### config.mk
export PLATFORM = sky130hd
export DESIGN_NAME = load_store_unit
export DESIGN_NICKNAME = d
export VERILOG_FILES = /design/src/rtl/load_store_unit.sv
export SDC_FILE = /design/constraint.sdc
export NUM_CORES = 1
export LEC_CHECK = 0
export BUFFER_PORTS_ARGS = -buffer_cell sky130_fd_sc_hd__buf_4
export CAP_MARGIN = 25
export CORE_ASPECT_RATIO = 0.6
export CORE_MARGIN = 1
export CORE_UTILIZATION = 47
export CTS_CLUSTER_SIZE = 10
export DETAILED_ROUTE_END_ITERATION = 16
export PLACE_DENSITY = 0.8
export SLEW_MARGIN = 5
export SYNTH_ARGS = -nofsm -noshare
export SYNTH_HDL_FRONTEND = slang
export SYNTH_SLANG_ARGS = --single-unit
### constraint.sdc
create_clock -name clk -period 3.7 [get_ports clk]
set_input_delay 0.74 -clock clk [delete_from_list [all_inputs] [get_ports clk]]
set_output_delay 0.74 -clock clk [all_outputs]
set_load 0.01 [all_outputs]
### src/rtl/load_store_unit.sv
// ---------------------------------------------------------------------------
// load_store_unit : single-outstanding load/store bridge to a data memory
// Rev 1.0
// ---------------------------------------------------------------------------
`default_nettype none

module load_store_unit #(
  parameter int MEM_BYTES = 4096
) (
  input  logic        clk,
  input  logic        rst,
  input  logic        req_valid,
  output logic        req_ready,
  input  logic        req_we,
  input  logic [2:0]  req_ctrl,
  input  logic [31:0] req_addr,
  input  logic [31:0] req_wdata,
  output logic        resp_valid,
  input  logic        resp_ready,
  output logic [31:0] resp_rdata,
  output logic        resp_err,
  output logic [31:0] DMAddress,
  output logic [31:0] DMDataIn,
  output logic [2:0]  DMCtrl,
  output logic        DMWrEnable,
  input  logic [31:0] DMDataOut,
  output logic [7:0]  err_count
);

  localparam logic [32:0] c_LAST_ADDR = 33'(MEM_BYTES - 1);

  typedef enum logic [1:0] {
    S_IDLE   = 2'd0,
    S_ACCESS = 2'd1,
    S_RESP   = 2'd2
  } state_t;

  state_t      state_q, state_d;
  logic [31:0] addr_q, addr_d;
  logic [31:0] wdata_q, wdata_d;
  logic [31:0] rdata_q, rdata_d;
  logic [2:0]  ctrl_q, ctrl_d;
  logic        we_q, we_d;
  logic        err_q, err_d;
  logic [7:0]  err_cnt_q, err_cnt_d;

  logic [2:0]  w_size;
  logic [32:0] w_last_byte;
  logic        w_bad_ctrl;
  logic        w_req_err;

  // Request legality; the end address is formed in 33 bits so it cannot wrap.
  always_comb begin
    w_size = 3'd1;
    case (req_ctrl[1:0])
      2'b01:   w_size = 3'd2;
      2'b10:   w_size = 3'd4;
      default: w_size = 3'd1;
    endcase
    w_last_byte = {1'b0, req_addr} + {30'd0, w_size} - 33'd1;
    w_bad_ctrl  = (req_ctrl == 3'b011) || (req_ctrl == 3'b110) || (req_ctrl == 3'b111);
    w_req_err   = w_bad_ctrl
               || (req_we && req_ctrl[2])
               || ((req_ctrl[1:0] == 2'b01) && req_addr[0])
               || ((req_ctrl[1:0] == 2'b10) && (req_addr[1:0] != 2'b00))
               || (w_last_byte > c_LAST_ADDR);
  end

  always_comb begin
    state_d   = state_q;
    addr_d    = addr_q;
    wdata_d   = wdata_q;
    ctrl_d    = ctrl_q;
    we_d      = we_q;
    rdata_d   = rdata_q;
    err_d     = err_q;
    err_cnt_d = err_cnt_q;
    case (state_q)
      S_IDLE: begin
        if (req_valid) begin
          if (w_req_err) begin
            state_d = S_RESP;
            err_d   = 1'b1;
            rdata_d = 32'd0;
            if (err_cnt_q != 8'hFF) begin
              err_cnt_d = err_cnt_q + 8'd1;
            end
          end else begin
            // The DM-facing registers double as the captured request.
            state_d = S_ACCESS;
            addr_d  = req_addr;
            wdata_d = req_wdata;
            ctrl_d  = req_ctrl;
            we_d    = req_we;
          end
        end
      end
      S_ACCESS: begin
        state_d = S_RESP;
        err_d   = 1'b0;
        rdata_d = we_q ? 32'd0 : DMDataOut;
      end
      S_RESP: begin
        if (resp_ready) begin
          state_d = S_IDLE;
        end
      end
      default: state_d = S_IDLE;
    endcase
  end

  always_ff @(posedge clk or posedge rst) begin
    if (rst) begin
      state_q   <= S_IDLE;
      addr_q    <= 32'd0;
      wdata_q   <= 32'd0;
      ctrl_q    <= 3'd0;
      we_q      <= 1'b0;
      rdata_q   <= 32'd0;
      err_q     <= 1'b0;
      err_cnt_q <= 8'd0;
    end else begin
      state_q   <= state_d;
      addr_q    <= addr_d;
      wdata_q   <= wdata_d;
      ctrl_q    <= ctrl_d;
      we_q      <= we_d;
      rdata_q   <= rdata_d;
      err_q     <= err_d;
      err_cnt_q <= err_cnt_d;
    end
  end

  // Write strobe decodes flop state only, so reset removes it without a clock.
  assign DMWrEnable = (state_q == S_ACCESS) && we_q;
  assign req_ready  = (state_q == S_IDLE);
  assign resp_valid = (state_q == S_RESP);
  assign resp_rdata = rdata_q;
  assign resp_err   = err_q;
  assign DMAddress  = addr_q;
  assign DMDataIn   = wdata_q;
  assign DMCtrl     = ctrl_q;
  assign err_count  = err_cnt_q;

endmodule

`default_nettype wire

After elaboration in Yosys (flattened, before gate mapping)
Cells that the tools add are included.

word-level totals
  output and inout bits = 111
  input bits = 104
  bits in registers = 111
  word-level logic and storage cells = 53

operators by class
  multiplexer cells = 12
  reductions and logical operators = 17
  bitwise operators = 1
  add/sub/neg operators = 3
  equality and inequality tests = 11
  $lt $le $gt $ge = 1

operators by type and width
  operator                                                         number
  two-way mux 32 bit                                               3
  one-hot mux 32 bit (2 select lines)                              1
  adder 32 x 3 -> 33 bit                                           1
  greater-than comparator 33 x 12 -> 1 bit, second input constant  1
  subtractor 33 x 1 -> 33 bit, second input constant               1
  adder 8 x 1 -> 8 bit, second input constant                      1
  != test 8 bit, second input constant                             1
  equality test 3 bit, second input constant                       2
  logical OR 1 bit                                                 6
  two-way mux 2 bit                                                3
  one-hot mux 2 bit (3 select lines)                               1
  one-hot mux 3 bit (2 select lines)                               1
  AND reduction 3 bit                                              2
  equality test 2 x 1 -> 1 bit, second input constant              2
  equality test 2 bit, second input constant                       2
  logical AND 1 bit                                                4
  != test 2 x 1 -> 1 bit, second input constant                    2
  AND reduction 4 bit                                              1
  nonzero test 2 bit                                               2
  equality test 3 x 2 -> 1 bit, second input constant              1
  zero test 2 bit                                                  1
  two-way mux 1 bit                                                2
  != test 2 bit, second input constant                             1
  one-hot mux 1 bit (2 select lines)                               1
  2 further kinds                                                  2

Depth between registers and ports, before layout
  word-level depth = 10
  mapped depth = 20
  depth with buffers taken out = 18

Least setup slack after synthesis
No wires, ideal clock.

  kind = in2reg
  start = input port req_ctrl[0]
  end = register addr_q[0] (netlist: DMAddress[0])
  data required time = 3.575 ns
  library setup time = 0.125 ns
  arrival = 4.488 ns
  buffers on the path = 2
  stages on the path = 17
  setup slack = -0.913 ns
  cell sequence = inv_1 -> ha_1 -> inv_1 -> ha_1 -> inv_1 -> ha_1 -> a211oi_1 -> o21ai_0 -> a32oi_2 -> mux2i_1 -> or4_1 -> or4_4 -> nor4_4 -> nand3_2 -> buf_6 -> buf_6 -> mux2_4

on the way
  word-level cells in the longest chain between the ends = 9
  elaborated cells between the ends (all ways) = 19
  those cells by class = add/sub (2); order compare (1); eq/ne (5); mux (1); bitwise (1); reduce/logical (9)

RTL lines
  item                                                            RTL line  source
  start, declared                                                 15        input logic [2:0] req_ctrl,
  branches (longest 6 deep; another with adder 32 x 3 -> 33 bit)  n/a
  logical OR 1 bit (*)                                            66        || (w_last_byte > c_LAST_ADDR);
  NOT 1 bit (no source line) (*)                                  n/a
  AND reduction 3 bit (no source line) (*)                        n/a
  end signal, assigned                                            124       addr_q <= addr_d;
  end, declared                                                   39        logic [31:0] addr_q, addr_d;

Mark *: on every way between the ends.
A chain may end at the register's enable or synchronous reset.

Worst setup path in the final report
  start = input port req_ctrl[1]
  end = register wdata_q[29] (netlist: DMDataIn[29])

on the way
  word-level cells in the longest chain between the ends = 9
  elaborated cells between the ends (all ways) = 19
  those cells by class = add/sub (2); order compare (1); eq/ne (5); mux (1); bitwise (1); reduce/logical (9)

RTL lines
  item                                                            RTL line  source
  branches (longest 6 deep; another with adder 32 x 3 -> 33 bit)  n/a
  logical OR 1 bit (*)                                            66
  NOT 1 bit (no source line) (*)                                  n/a
  AND reduction 3 bit (no source line) (*)                        n/a
  end signal, assigned                                            125       wdata_q <= wdata_d;
  end, declared                                                   40        logic [31:0] wdata_q, wdata_d;

Marked as above.

==> reports/qor.log <==
[outcome] outcome complete, but fails checks
[outcome] violated checks setup timing
[critical_path] element type at the critical path start input port
[drt] via count of the routed design 6335
[die] die height 93.7 um
[critical_path] R2R Path End err_count[4]
[power] internal power 2.20 mW
[sta] max-slew violation count 0
[drt] # DRC 0
[die] I/O pin count 215
[power] worst vdd ir 0.000208 V
[power] portion of total power attributed to the clock network 30.5%
[die] Initial Utilization 48.2%
[drt] number of detailed-routing iterations run before antenna repair 5
[finish] antenna diode count 0
[synthesis] summed instance area of the synthesized netlist 0.00658 mm2
[grt] number of antenna violations at the first check in global routing 0
[clock_tree] TritonCTS clock tree built
[die] Floorplan Core Area 0.0137 mm2
[drt] antenna-violating nets left 0
[sta] share of the cycle needed by the critical path after routing 118%
[grt] pin count of the biggest net entering global routing 112
[clock_tree] TritonCTS buffer count 9
[sta] setup repair after global routing missed its margin yes
[finish] Layout Nets 1115
[synthesis] share of synthesized flip-flops with an asynchronous set or reset 100%
[sta] minimum clock period after layout 4.37 ns
[critical_path] Crit Path Class in2reg
[critical_path] launch instance of the worst register-to-register path err_count[0]
[clock_tree] source-to-sink clock delay at the later pin of the worst-skew pair 0.35 ns
[drt] aggregate routed wire length 20200 um
[critical_path] critical path data required time 3.94 ns
[placed_design] worst slack, placed -1.08 ns
[job] Max Cap Viol 0
[critical_path] maximum single-stage delay on the critical path 0.56 ns
[sta] final count of negative-setup-slack endpoints 110
[die] Total Die Area 0.0145 mm2
[power] part of the total power dissipated in combinational logic 29.5%
[sta] final clock skew 0.00592 ns
[clock_tree] Bufs on Longest Clock Path 2
[power] Reg power frac 40.0%
[grt] total track usage 28.4%
[grt] met2 usage 44.9%
[finish] post-layout instance area 0.0100 mm2
[sta] Total Neg Setup Slack -54.73 ns
[drt] ratio of routed vias to standard cells 5.43
[grt] grt met1 use 40.4%
[power] Net Sw Power 1.02 mW
[power] Power Total 3.22 mW
[grt] number of global-route vias before repair 6331
[sta] worst slew pin tran 0.604 ns
[sta] headroom to the max-slew limit 59.7%
[critical_path] crit path DAT 4.61 ns
[sta] min setup slack post-route -0.670 ns
[synthesis] Yosys reg bits 111
[finish] fraction of layout cells with a size suffix above 1 49.7%
[critical_path] Register-to-Register Path Depth 6
[drt] number of DRC violations after detailed-routing iteration 0 490
[synthesis] Post-Synthesis Net Count 776
[synthesis] instance count of the mapped netlist 632
[finish] area growth from synthesis to final layout 52.6%
[critical_path] r2r setup slk 1.73 ns
[clock_tree] CTS clock-pin slew for the worst setup and hold paths 0.08 ns
[critical_path] largest fanout on the critical path 27
[power] proportion of total power due to net switching 31.7%
[die] cell row count 33
[grt] global-route wire length before repair 32300 um
[synthesis] Main synth FF type sky130_fd_sc_hd__dfrtp_1
[grt] leftover overflow at the end of global routing 0
[critical_path] slowest stage cell, crit path sky130_fd_sc_hd__or4_4
[placed_design] final weighted congestion of routability-driven global placement 0.961
[die] Die Span X 155 um
[synthesis] count of flip-flops with a built-in enable after synthesis 0
[clock_tree] CTS root buf sky130_fd_sc_hd__clkbuf_16
[critical_path] nature of the critical path endpoint register
[synthesis] number of distinct library cells after synthesis 65
[sta] number of endpoints with negative hold slack in the final report 0
[placed_design] instance area after placement 0.00946 mm2
[drt] DR WL/cell 17.3 um
[power] power per unit of standard cell area 321 mW/mm2
[placed_design] estimated wirelength of the detail-placed design 15700 um
[synthesis] mean instance size in the synthesized netlist 10.4 um2
[sta] achievable frequency 0.229 GHz
[sta] worst hold slack 0.502 ns
[critical_path] critical path, cell by cell buf_12, ha_4, inv_2, ha_4, inv_2, ha_4, inv_2, fa_2, nor2b_4, o31ai_4, a21o_1, a32oi_2, buf_4, a21oi_4, xnor2_2, or4_4, nor4_4, nand3_4, buf_12, mux2_4
[synthesis] Yosys warning total 0
[grt] GRT busiest layer met2
[synthesis] post-synthesis sequential area ratio 42.2%
[clock_tree] number of buffers inserted by hold repair at cts 0
[power] leakage power 5.30 nW
[clock_tree] maximum level of the CTS H-tree 3
[worst_hold_path] Tightest Hold Check Type in2async
[clock_tree] total number of clock tree sinks 111
[placed_design] input/output buffers 214
[grt] routing usage on met3 6.50%
[cells by family after synthesis]
family / share of synthesized area, %
fa+ha+maj: 7.72
compound gates: 17.6
buf+inv: 5.15
simple gates: 11.6
flops: 42.2
mux: 13.7
xor+xnor: 2.00
[cell usage in the layout, fill, tap and decap left out, types with 3 or more instances in the layout]
master,count
sky130_fd_sc_hd__nor4_1,4
sky130_fd_sc_hd__a211o_1,4
sky130_fd_sc_hd__o21ai_0,25
sky130_fd_sc_hd__clkbuf_16,11
sky130_fd_sc_hd__nor3_1,7
sky130_fd_sc_hd__a21oi_1,33
sky130_fd_sc_hd__nor2_4,3
sky130_fd_sc_hd__nand3_1,14
sky130_fd_sc_hd__and2_1,3
sky130_fd_sc_hd__mux2_4,21
sky130_fd_sc_hd__mux2i_1,5
sky130_fd_sc_hd__nand2_1,41
sky130_fd_sc_hd__mux2_2,48
sky130_fd_sc_hd__nand2b_1,3
sky130_fd_sc_hd__buf_4,345
sky130_fd_sc_hd__inv_2,5
sky130_fd_sc_hd__inv_1,44
sky130_fd_sc_hd__dfrtp_1,111
sky130_fd_sc_hd__or3_1,3
sky130_fd_sc_hd__xnor2_1,5
sky130_fd_sc_hd__and3_1,7
sky130_fd_sc_hd__o22ai_1,4
sky130_fd_sc_hd__nand4_1,14
sky130_fd_sc_hd__o21a_1,9
sky130_fd_sc_hd__xor2_1,8
sky130_fd_sc_hd__o211ai_1,6
sky130_fd_sc_hd__nor2_1,27
sky130_fd_sc_hd__ha_1,32
sky130_fd_sc_hd__o2111ai_1,3
sky130_fd_sc_hd__a211oi_1,6
sky130_fd_sc_hd__a21oi_2,3
sky130_fd_sc_hd__nor2b_1,3
sky130_fd_sc_hd__ha_4,7
sky130_fd_sc_hd__buf_12,7
sky130_fd_sc_hd__a22o_1,33
[cell usage after synthesis (all sizes together), types with 4 or more instances]
library cell	count	area, um2
a211o	4	35.0
clkbuf	11	41.3
nand2	41	154
nor4	5	46.3
a211oi	7	52.6
dfrtp	111	2780
o21a	9	67.6
or3	4	25.0
mux2i	5	50.1
o22ai	4	25.0
and3	8	55.1
nor2b	4	25.0
ha	39	488
nand4	14	87.6
or4	4	33.8
xnor2	7	61.3
xor2	8	70.1
o21ai	28	140
a22o	33	289
nand3	16	85.1
a21oi	37	185
nor2	32	120
inv	52	195
o211ai	6	45.0
mux2	69	852
buf	15	103
nor3	9	45.0
[layer usage]
metal  vias to the layer above  share of wire (%)
li1                       3000                  -
met1                      3051                 46
met2                       271                 45
met3                        13                8.5
met4                         0               0.67
met5                         -                  0
[how the worst max path moves through the flow]
stage / from / endpoint / slack, ns
5_1_grt: req_ctrl[1] / DMDataIn[28] / -0.80
3_3_place_gp: req_ctrl[1] / DMAddress[6] / -1.08
4_1_cts: req_ctrl[1] / DMDataIn[24] / -0.57
6_report: req_ctrl[1] / DMDataIn[29] / -0.67
3_5_place_dp: req_ctrl[1] / DMAddress[5] / -1.08
2_1_floorplan: req_ctrl[0] / DMAddress[0] / -0.62
[registers in the layout, summed over array words and instances, names as in the netlist]
signal	count
DMDataIn	32
state_q	2
DMAddress	32
resp_rdata	32
DMCtrl	3
resp_err	1
err_count	8
we_q	1
[per-stage QoR]
stage               util, %  instances
CTS                    72.7       1164
detailed placement     69.2       1143
finish                 73.5       1167
floorplan                 -        632
global placement       69.2       1143
global route           73.5       1167
[power by group through the flow]
stage	logic [mW]	clock network (mW)	registers, mW
after global routing	1.03	1.04	1.29
after floorplan	0.413	0	1.31
after detailed placement	0.886	0	1.31
final	0.950	0.981	1.29
after global placement	0.878	0	1.31
after CTS	0.915	0.996	1.29
[worst max-delay path: cells and delay by family]
kind | cells | cell delay [ns]
and+or+nand+nor | 4 | 1.24
adders and majority gates | 4 | 0.88
buffers and inverters | 6 | 0.65
AOI/OAI and AO/OA | 4 | 0.58
muxes | 1 | 0.31
xor gates and xnor gates | 1 | 0.16
[final cells by class]
type | count | area, um2
multi-input combinational | 443 | 3730
fill | 997 | 3620
timing repair buffer | 354 | 2780
sequential | 111 | 2780
tap | 192 | 240
clock buffer | 9 | 225
inverter | 52 | 223
clock inverter | 6 | 63.8
[what timing repair did]
| item | CTS | global route |
|---|---|---|
| hold endpoints to repair | 0 | 0 |
| setup buffers | 7 | 3 |
| gates resized for setup | 29 | 10 |
| setup endpoints to repair | 110 | 111 |
| pin swaps | 9 | 9 |
| cloned | 0 | 2 |
(Power assumes the default switching activity.)
